File: src/rtl/seg_scan_ctrl.sv
// seg_scan_ctrl: N-digit multiplexed 7-segment scanner with per-frame input snapshot, blank gap and blink cursor; `SEG_SCAN_LZB_EN adds leading-zero blanking.
// Outputs registered, one cycle behind the scan counters (sec_p reaches the display in 3-4 cycles); free-running, no flow control.
module seg_scan_ctrl #(
  parameter int N_DIGITS = 8,
  parameter int DWELL    = 1000,
  parameter int BLANK    = 2
) (
  input  logic                  mclk,
  input  logic                  rst_n,
  input  logic [4*N_DIGITS-1:0] digits,
  input  logic [N_DIGITS-1:0]   dp,
  input  logic [N_DIGITS-1:0]   blink_mask,
  input  logic                  sec_p,
  output logic [N_DIGITS-1:0]   seg_sel,
  output logic [7:0]            seg_db,
  output logic                  frame_p
);

  localparam int IW = (N_DIGITS > 1) ? $clog2(N_DIGITS) : 1;
  localparam int CW = (DWELL > 1) ? $clog2(DWELL) : 1;

  logic [CW-1:0]         cnt;
  logic [IW-1:0]         idx;
  logic [4*N_DIGITS-1:0] sh_dig;
  logic [N_DIGITS-1:0]   sh_dp;
  logic [N_DIGITS-1:0]   sh_blink;
  logic                  started;
  logic                  phase;
  logic [2:0]            sec_sync;
  logic                  slot_end;
  logic                  frame_end;
  logic [3:0]            cur_dig;
  logic [6:0]            cur_seg;
  logic [7:0]            db_nxt;
  logic [N_DIGITS-1:0]   lzb;

  assign slot_end  = (cnt == CW'(DWELL - 1));
  assign frame_end = slot_end && (idx == IW'(N_DIGITS - 1));
  assign cur_dig   = sh_dig[{idx, 2'b00} +: 4];

  always_comb begin
    case (cur_dig)
      4'd0:    cur_seg = 7'h3F;
      4'd1:    cur_seg = 7'h06;
      4'd2:    cur_seg = 7'h5B;
      4'd3:    cur_seg = 7'h4F;
      4'd4:    cur_seg = 7'h66;
      4'd5:    cur_seg = 7'h6D;
      4'd6:    cur_seg = 7'h7D;
      4'd7:    cur_seg = 7'h27;
      4'd8:    cur_seg = 7'h7F;
      4'd9:    cur_seg = 7'h6F;
      default: cur_seg = 7'h00;
    endcase
  end

`ifdef SEG_SCAN_LZB_EN
  logic lz_run;

  // Walk down from the most significant digit; the run stops at the first non-blank candidate.
  always_comb begin
    lzb    = '0;
    lz_run = 1'b1;
    for (int i = N_DIGITS - 1; i >= 1; i--) begin
      lz_run = lz_run && (sh_dig[4*i +: 4] == 4'd0) && !sh_dp[i];
      lzb[i] = lz_run;
    end
  end
`else
  assign lzb = '0;
`endif

  always_comb begin
    db_nxt = {sh_dp[idx], cur_seg};
    if (sh_blink[idx] && phase) begin
      db_nxt = 8'h08;
    end else if (lzb[idx]) begin
      db_nxt = 8'h00;
    end
  end

  always_ff @(posedge mclk or negedge rst_n) begin
    if (!rst_n) begin
      cnt      <= '0;
      idx      <= '0;
      sh_dig   <= '0;
      sh_dp    <= '0;
      sh_blink <= '0;
      started  <= 1'b0;
      phase    <= 1'b0;
      sec_sync <= '0;
      seg_sel  <= '1;
      seg_db   <= '0;
      frame_p  <= 1'b0;
    end else begin
      sec_sync <= {sec_sync[1:0], sec_p};
      if (sec_sync[1] && !sec_sync[2]) begin
        phase <= ~phase;
      end

      cnt <= slot_end ? '0 : cnt + CW'(1);
      if (slot_end) begin
        idx <= (idx == IW'(N_DIGITS - 1)) ? '0 : idx + IW'(1);
      end

      // Shadow copy is taken on the first edge and then only at the frame wrap.
      started <= 1'b1;
      if (!started || frame_end) begin
        sh_dig   <= digits;
        sh_dp    <= dp;
        sh_blink <= blink_mask;
      end

      frame_p <= frame_end;
      if (cnt < CW'(BLANK)) begin
        seg_sel <= '1;
        seg_db  <= '0;
      end else begin
        seg_sel <= ~(N_DIGITS'(1) << idx);
        seg_db  <= db_nxt;
      end
    end
  end

endmodule

File: config.mk
export PLATFORM = sky130hd
export DESIGN_NAME = seg_scan_ctrl
export DESIGN_NICKNAME = d
export VERILOG_FILES = /design/src/rtl/seg_scan_ctrl.sv
export SDC_FILE = /design/constraint.sdc
export NUM_CORES = 1
export LEC_CHECK = 0
export CAP_MARGIN = 40
export CORE_MARGIN = 2
export CORE_UTILIZATION = 52
export CTS_CLUSTER_DIAMETER = 40
export DETAILED_ROUTE_END_ITERATION = 12
export PLACE_DENSITY = 0.81
export REMOVE_ABC_BUFFERS = 1
export SYNTH_ARGS = -nofsm -noshare
export SYNTH_HDL_FRONTEND = slang
export SYNTH_SLANG_ARGS = --single-unit
export TNS_END_PERCENT = 10
File: constraint.sdc
create_clock -name mclk -period 2.9 [get_ports mclk]
set_input_delay 0.58 -clock mclk [delete_from_list [all_inputs] [get_ports mclk]]
set_output_delay 0.58 -clock mclk [all_outputs]
set_load 0.02 [all_outputs]
**After elaboration in Yosys (flattened, before gate mapping)**

Memories as Yosys holds them, arrays and structs flattened.
Cells that the tools add are included.

- $add $sub $neg: 2
- $lt $le $gt $ge: 2
- Equality and inequality tests: 2
- Shift operators: 2
- Muxes and demuxes: 11
- Bitwise operators: 2
- Reductions and logical operators: 6

Operators by type and width:

| cell | number |
|---|---|
| 2-to-1 mux 8 bit | 4 |
| variable part select 32 x 6 -> 4 bit | 1 |
| adder 10 x 1 -> 10 bit, second input constant | 1 |
| equality test 10 bit, second input constant | 1 |
| less-than comparator 10 x 2 -> 1 bit, second input constant | 1 |
| 2-to-1 mux 10 bit | 1 |
| inverter 8 bit | 1 |
| left shift 1 x 3 -> 8 bit, first input constant | 1 |
| binary-select mux 1 bit (select 3 bit) | 2 |
| less-than comparator 3 x 4 -> 1 bit, second input constant | 1 |
| adder 3 x 1 -> 3 bit, second input constant | 1 |
| equality test 3 bit, second input constant | 1 |
| logical AND 1 bit | 3 |
| 2-to-1 mux 1 bit | 3 |
| 2-to-1 mux 3 bit | 1 |
| logical NOT 1 bit | 2 |
| logical OR 1 bit | 1 |
| inverter 1 bit | 1 |

- Register bits after elaboration: 83
- ROM bits: 120
- Input bits: 51
- Logic and storage cells: 40
- Memories: 2

Memories:

| name | words | width | read ports | clocked after memory_dff | wr ports | RTL line | source |
|---|---|---|---|---|---|---|---|
| (name not given) | 16 | 7 | 1 | 0 | 0 | 42 | `case (cur_dig)` |
| (name not given) | 8 | 1 | 1 | 0 | 0 | 77 | `end else if (lzb[idx]) begin` |

**Logic depth before layout (Yosys ltp)**

Gate-level depths: netlist (run 1).

- Depth in word-level cells: 5
- Gate-level depth with buffers: 10
- Depth with buffers taken out: 8

**Worst setup path before layout (run 1)**

Ideal clock, no wire load.

- Kind: reg-to-reg
- Start point: reg idx[0]
- End point: reg seg_db[6]
- Setup time: 0.087 ns
- Arrival: 1.994 ns
- Data required time: 2.813 ns
- Path slack: 0.819 ns
- Cell stages (with the launch flop): 8
- Period minus slack after synthesis: 2.081 ns
- Cells stage by stage: dfrtp_1 > buf_6 > mux4_2 > mux2i_2 > inv_1 > ha_1 > o21a_1 > a211oi_2

- Cells in the longest elaborated chain, start to end: 5
- Elaborated cells on any way between the ends: 10
- Those cells by class: 1 x shift; 6 x mux; 1 x reduce/logical; 2 x memory

RTL lines:

| what | RTL line | source |
|---|---|---|
| start: declaration | 23 | `logic [IW-1:0] idx;` |
| start signal: assignment | 103 | `idx <= (idx == IW'(N_DIGITS - 1)) ? '0 : idx + IW'(1);` |
| variable part select 32 x 6 -> 4 bit (tied with other cells) | 39 | `assign cur_dig = sh_dig[{idx, 2'b00} +: 4];` |
| memory (16 x 7 bit) (tied with other cells) | -- |  |
| 2-to-1 mux 8 bit or logical AND 1 bit (tied branches) | 77, 75 |  |
| 2-to-1 mux 8 bit (*) | 75 | `if (sh_blink[idx] && phase) begin` |
| 2-to-1 mux 8 bit (*) | 115 | `if (cnt < CW'(BLANK)) begin` |
| end signal: assignment | 120 | `seg_db <= db_nxt;` |
| end: declaration | 15 | `output logic [7:0] seg_db,` |

Every way passes the cells marked *; elsewhere a longest branch is shown, timed or not. The select of a mux whose other input is x is not followed.
A chain may end at the register's enable or synchronous reset.

**Worst setup path after layout (run 1)**

Same ends and word-level chain as after synthesis.

==> results of run 1 <==
==> cells in the mapped netlist (3+ instances only) <==
| cell | number |
|---|---|
| o21ai_0 | 6 |
| xnor2_1 | 5 |
| mux2_4 | 21 |
| and2_1 | 3 |
| a21oi_1 | 7 |
| dfstp_2 | 8 |
| nand2_1 | 16 |
| nand2b_1 | 3 |
| buf_6 | 5 |
| mux2_2 | 29 |
| dfrtp_1 | 75 |
| ha_1 | 12 |
| mux4_2 | 12 |
| nand3_1 | 8 |
| inv_1 | 9 |
| nor2_1 | 10 |
| mux2i_2 | 3 |
==> worst paths after layout <==
kind,from,to,cells after the start
max,idx[0],seg_db[6],6
min,rst_n,cnt[0],1
max reg2reg,idx[0],seg_db[6],6
min reg2reg,sec_sync[0],sec_sync[1],0
max in group asynchronous,rst_n,sh_dig[19],2
min in group mclk,sec_sync[0],sec_sync[1],0
==> final cells by class <==
class | instances | area (sq um) | area share
tap | 99 | 123.9 | 0.02566
clock inverter | 5 | 77.57 | 0.01607
multi-input combinational | 163 | 1622 | 0.3359
timing repair buffer | 72 | 738.2 | 0.1529
sequential | 83 | 2087 | 0.4323
clock buffer | 11 | 141.4 | 0.02929
inverter | 10 | 37.54 | 0.007776
==> sequential cells by signal, summed over array words and instances, names as in the netlist, 3 cells and up <==
name and count:
sec_sync 3, cnt 10, idx 3, seg_db 8, sh_dig 32, seg_sel 8
sh_blink 8, sh_dp 8
==> layer usage <==
layer / global-route usage / share of wire
met5: 0 / 0
met3: 0.03565 / 0.041
met2: 0.2834 / 0.47
met4: 0.09634 / 0.021
met1: 0.2764 / 0.47
==> worst max-delay path: cells and delay by family, from the launching register on <==
| kind | cells | cell delay, ps |
|---|---|---|
| flip-flops | 1 | 580 |
| multiplexers | 2 | 990 |
| AO/OA/AOI/OAI | 2 | 380 |
| adder cells (fa/ha/maj) | 1 | 220 |
| buffers and inverters | 1 | 140 |
==> power by group through the flow <==
stage / Combinational (mW) / Clock, mW / Sequential (mW)
finish: 0.430 / 0.905 / 1.32
global route: 0.467 / 0.968 / 1.33
CTS: 0.434 / 0.928 / 1.32
detailed placement: 0.432 / 0 / 1.34
global placement: 0.416 / 0 / 1.34
floorplan: 0.213 / 0 / 1.36
==> kinds of logic after synthesis <==
kind of cell | Yosys count | share of synthesized area
fa+ha+maj | 12 | 0.03938
xor+xnor | 7 | 0.01608
compound gates | 26 | 0.04431
other cells | 1 | 0.0009836
buf+inv | 20 | 0.03019
mux | 66 | 0.2527
flops | 83 | 0.5474
simple gates | 51 | 0.06892
==> per-stage QoR <==
stage,setup TNS (ps),instance area (sq um)
2_1_floorplan,-76920,3735
3_3_place_gp,0,4581
3_5_place_dp,0,4608
4_1_cts,0,4827
5_1_grt,0,4827
6_report,0,4827
==> run summary, run 1 <==
largest cells by area after synthesis = dfrtp_1 49%, mux2_2 8.6%, mux2_4 8.3%, mux4_2 7.1%, dfstp_2 5.5%
number of global-route vias before repair = 2,292
Sequential Power Share = 0.497
Switch Pwr = 0.6313 mW
post-route antenna net violation count = 0
routed len/inst = 15.42 um
share of cells above drive strength 1 = 0.2878
Synth-to-Final Area Change = 26.62%
Fin. Hold Viols = 0
Syn Area/Cell = 14.33 sq um
GRT overflow = 0
Clock Tree Buf Depth = 2
top_reg_cell synth = dfrtp_1
R2R Setup Slk = 520 ps
filler instances = 513
FF+latch count, synth = 83
initial core utilization = 0.5313
power density cells = 550.2 mW/mm^2
Yosys top cell by area = dfrtp_1
hold_buf cts = 0
DRC = 0
total internal power = 2.025 mW
Seq/Total Area, Yosys = 0.5474
Die ar. = 0.008033 sq mm
max_slew headroom = 0.6745
row cnt = 31
largest net degree at the start of global routing = 64
Placed Cells = 427
Die Y = 89.63 um
Async SR Flop Fraction = 1.000
worst vdd ir = 0.2830 mV
max frequency = 420.2 MHz
htree depth = 3
pre-CTS setup slack = 495.3 ps
Setup Skew = 9.718 ps
commonest non-fill, non-tap cell in the layout = dfrtp_1
port bufs = 67
first-pass GRT wire length = 11,360 um
synth warn = 0
area share of the largest cell type after synthesis = 0.4923
Slowest-stage cell, CP = dfrtp_1
post_cts resized = 0
status = finished, final reports clean
sw frac = 0.2377
post-layout util = 0.6727
Die X = 89.63 um
clock power share = 0.341
crit path capture type = flip-flop
Design Power = 2.656 mW
CP startpoint kind = flip-flop
synthesized area = 0.003812 sq mm
Ant. Diodes = 0
Critical Path AT = 2640 ps
first-pass detailed-route iteration total = 4
total clock sinks = 83
1st-iter DRT viols = 98
critical path's largest stage delay = 580 ps
via/cell ratio = 5.233
critical path fanouts, max = 8
Total Wirelength = 6832 um
GPL Wtd Cong = 0.8631
most frequent cells in the layout = 75 x dfrtp_1, 66 x clkdlybuf4s50_1, 29 x mux2_2
combinational power share = 0.162
worst hold slack = 103.2 ps
Post-synth EDFFs = 0
Yosys cell types = 42
critical path class = flip-flop to flip-flop
Worst Tran Pin Value = 478.8 ps
Global Route Usage Sum = 0.1924
dpl hpwl = 4947 um
total I/O pin count = 68
setup repair after global routing missed its margin = no
Post-CTS Setup Bufs = 0
setup violators final = 0
Max Cap Viol = 0
critical path required time = 3160 ps
Hold Crit Class = primary input to async pin
Leakage = 2.070 nW
Net count, final = 402
routed via count = 2,318
CTS tree = yes
fin cells = 443
min cycle time layout = 2380 ps
period utilisation layout = 0.8206
total CTS buffers = 9
Core ar. = 0.007176 sq mm
setup ws final = 520.3 ps
Slew Limit Fails = 0
Synth Instances = 266
initial antenna violation count = 0
Clock Pin Slew Worst Setup and Hold Paths = 80 ps
clk_lat worst skew = 350 ps
crit-path cells = mux4_2 > mux2i_2 > inv_1 > ha_1 > o21a_1 > a211oi_2
clk root buf = clkbuf_8
Power figures use the tool's default switching activity.
==> inputs of run 2 (changes only) <==
==> constraint.sdc (replaced) <==
create_clock -name mclk -period 2.3 [get_ports mclk]
set_input_delay 0.46 -clock mclk [delete_from_list [all_inputs] [get_ports mclk]]
set_output_delay 0.46 -clock mclk [all_outputs]
set_load 0.02 [all_outputs]
==> run summary, run 2 (synthesized netlist as in run 1, its figures left out) <==
CTS tree = yes
period utilisation layout = 0.9048 (+0.08426)
largest net degree at the start of global routing = 49 (-23%)
dpl hpwl = 4994 um (+0.95%)
clk root buf = clkbuf_8
Core ar. = 0.007176 sq mm (unchanged)
CP startpoint kind = flip-flop
Top reg by flops = sh_dig
crit-path cells = mux4_2 > mux2i_2 > inv_1 > ha_1 > o21a_1 > a211oi_2
Switch Pwr = 0.7917 mW (+25%)
min cycle time layout = 2081 ps (-298.6 ps)
critical path's largest stage delay = 550 ps (-30 ps)
clk_lat worst skew = 360 ps (about the same)
cells on worst reg2reg path = 6 (unchanged)
worst vdd ir = 0.3025 mV (+6.9%)
sw frac = 0.2343 (-0.003437)
share of cells above drive strength 1 = 0.2968 (+0.009039)
first-pass detailed-route iteration total = 4 (unchanged)
Fin. Hold Viols = 0 (unchanged)
critical path required time = 2570 ps (-590 ps)
initial core utilization = 0.5313 (unchanged)
status = finished, final reports clean
critical path class = flip-flop to flip-flop
Slew Limit Fails = 0 (unchanged)
1st-iter DRT viols = 87 (-11%)
Setup Skew = 10.53 ps (+0.8091 ps)
combinational power share = 0.162 (about the same)
Global Route Usage Sum = 0.1961 (+0.003685)
max FFs per register = 32 (unchanged)
port bufs = 67 (unchanged)
Sequential Power Share = 0.492 (-0.005)
total clock sinks = 83 (unchanged)
most frequent cells in the layout = 74 x dfrtp_1, 66 x clkdlybuf4s50_1, 29 x mux2_2
total CTS buffers = 9 (unchanged)
first-pass GRT wire length = 11,620 um (+2.2%)
total internal power = 2.587 mW (+28%)
total I/O pin count = 68 (unchanged)
Design Power = 3.379 mW (+27%)
htree depth = 3 (unchanged)
Slowest-stage cell, CP = mux4_2
post-route antenna net violation count = 0 (unchanged)
Max Cap Viol = 0 (unchanged)
critical path fanouts, max = 8 (unchanged)
setup repair after global routing missed its margin = no
R2R Setup Slk = 220 ps (-300 ps)
row cnt = 31 (unchanged)
commonest non-fill, non-tap cell in the layout = dfrtp_1
Die X = 89.63 um (unchanged)
clock power share = 0.346 (+0.005)
Clock Pin Slew Worst Setup and Hold Paths = 80 ps (about the same)
via/cell ratio = 5.224 (-0.16%)
pre-CTS setup slack = 107.6 ps (-387.7 ps)
routed via count = 2,330 (+0.52%)
number of global-route vias before repair = 2,364 (+3.1%)
max_slew headroom = 0.6553 (-0.01920)
GPL Wtd Cong = 0.8865 (+2.7%)
Worst Tran Pin Value = 517.0 ps (+38.27 ps)
crit path capture type = flip-flop
hold_buf cts = 0 (unchanged)
Die ar. = 0.008033 sq mm (unchanged)
R2R Path End = seg_db[6]
setup ws final = 218.9 ps (-301.4 ps)
Ant. Diodes = 0 (unchanged)
Leakage = 2.088 nW (+0.87%)
Net count, final = 405 (+0.75%)
initial antenna violation count = 0 (unchanged)
top flop regs = sh_dig x32, cnt x10
GRT overflow = 0 (unchanged)
Total Wirelength = 6902 um (+1.0%)
power density cells = 696.2 mW/mm^2 (+27%)
worst reg2reg path startpoint = idx[0]
setup violators final = 0 (unchanged)
Die Y = 89.63 um (unchanged)
max frequency = 480.5 MHz (+14%)
Critical Path AT = 2350 ps (-290 ps)
routed len/inst = 15.48 um (+0.35%)
Synth-to-Final Area Change = 27.31%
DRC = 0 (unchanged)
Hold Crit Class = primary input to async pin
Clock Tree Buf Depth = 2 (unchanged)
==> run 2: cell count changes in the layout (fill, tap and decap cells not counted) <==
cell and delta:
buf_4 +3, buf_12 +1, buf_16 -1, clkbuf_8 +1
clkinv_2 -1, clkinv_4 +1, clkinvlp_4 -1, dfrtp_1 -1
dfrtp_2 +1
==> run 2: stage by stage <==
stage / util / std cells / cell area [sq um] / setup TNS [ps] / hold slack [ps]
6_report: 0.6764 / 446 / 4853 / 0 / 81.19
5_1_grt: 0.6764 / 446 / 4853 / 0 / 114.6
4_1_cts: 0.6762 / 446 / 4852 / 0 / 88.73
3_5_place_dp: 0.6443 / 430 / 4623 / 0 / 345.1
3_3_place_gp: 0.6443 / 430 / 4623 / 0 / 336.0
2_1_floorplan: - / 256 / 3735 / -106200 / 164.4
==> run 2: per-layer routing <==
| metal | wire length [um] | global-route usage |
|---|---|---|
| met1 | 3156 | 0.2728 |
| met2 | 3361 | 0.3001 |
| met3 | 298 | 0.04022 |
| met4 | 86 | 0.08955 |
| met5 | 0 | 0 |
==> run 2: what timing repair did <==
action | in CTS | in global routing
resized for setup | 0 | 1
hold endpoints to repair | 0 | 0
endpoints found under the setup margin | 0 | 8
buffers inserted | 0 | 0
==> run 2: cell type report <==
cell class / instances / area (sq um)
fillers: 523 / 2322
well taps: 99 / 123.9
clock buffers: 12 / 155.1
flip-flops and latches: 83 / 2088
multi-input cells: 163 / 1622
clock inverters: 4 / 73.82
inverters: 10 / 37.54
repair buffers: 75 / 753.2
==> run 2: worst max-delay path by stage <==
stage / cells after the start / end / start / slack, ps
floorplan: 4 / sh_blink[0] / idx[0] / -2230
global placement: 6 / seg_db[6] / idx[0] / 160
detailed placement: 6 / seg_db[6] / idx[0] / 110
CTS: 6 / seg_db[6] / idx[0] / 90
global route: 5 / seg_db[2] / idx[0] / 20
finish: 6 / seg_db[6] / idx[0] / 220
==> run 2: critical path: cells and delay by family, from the launching register on <==
| kind | cells | cell delay (ps) |
|---|---|---|
| AO/OA/AOI/OAI | 2 | 380 |
| adder cells (fa/ha/maj) | 1 | 210 |
| buffers and inverters | 1 | 100 |
| flip-flops | 1 | 500 |
| multiplexers | 2 | 800 |
==> run 2: power by group through the flow <==
stage	sequential [mW]	combinational (mW)	clock [mW]
finish	1.66	0.547	1.17
global route	1.68	0.594	1.24
CTS	1.66	0.551	1.19
detailed placement	1.69	0.548	0
global placement	1.69	0.534	0
floorplan	1.71	0.268	0
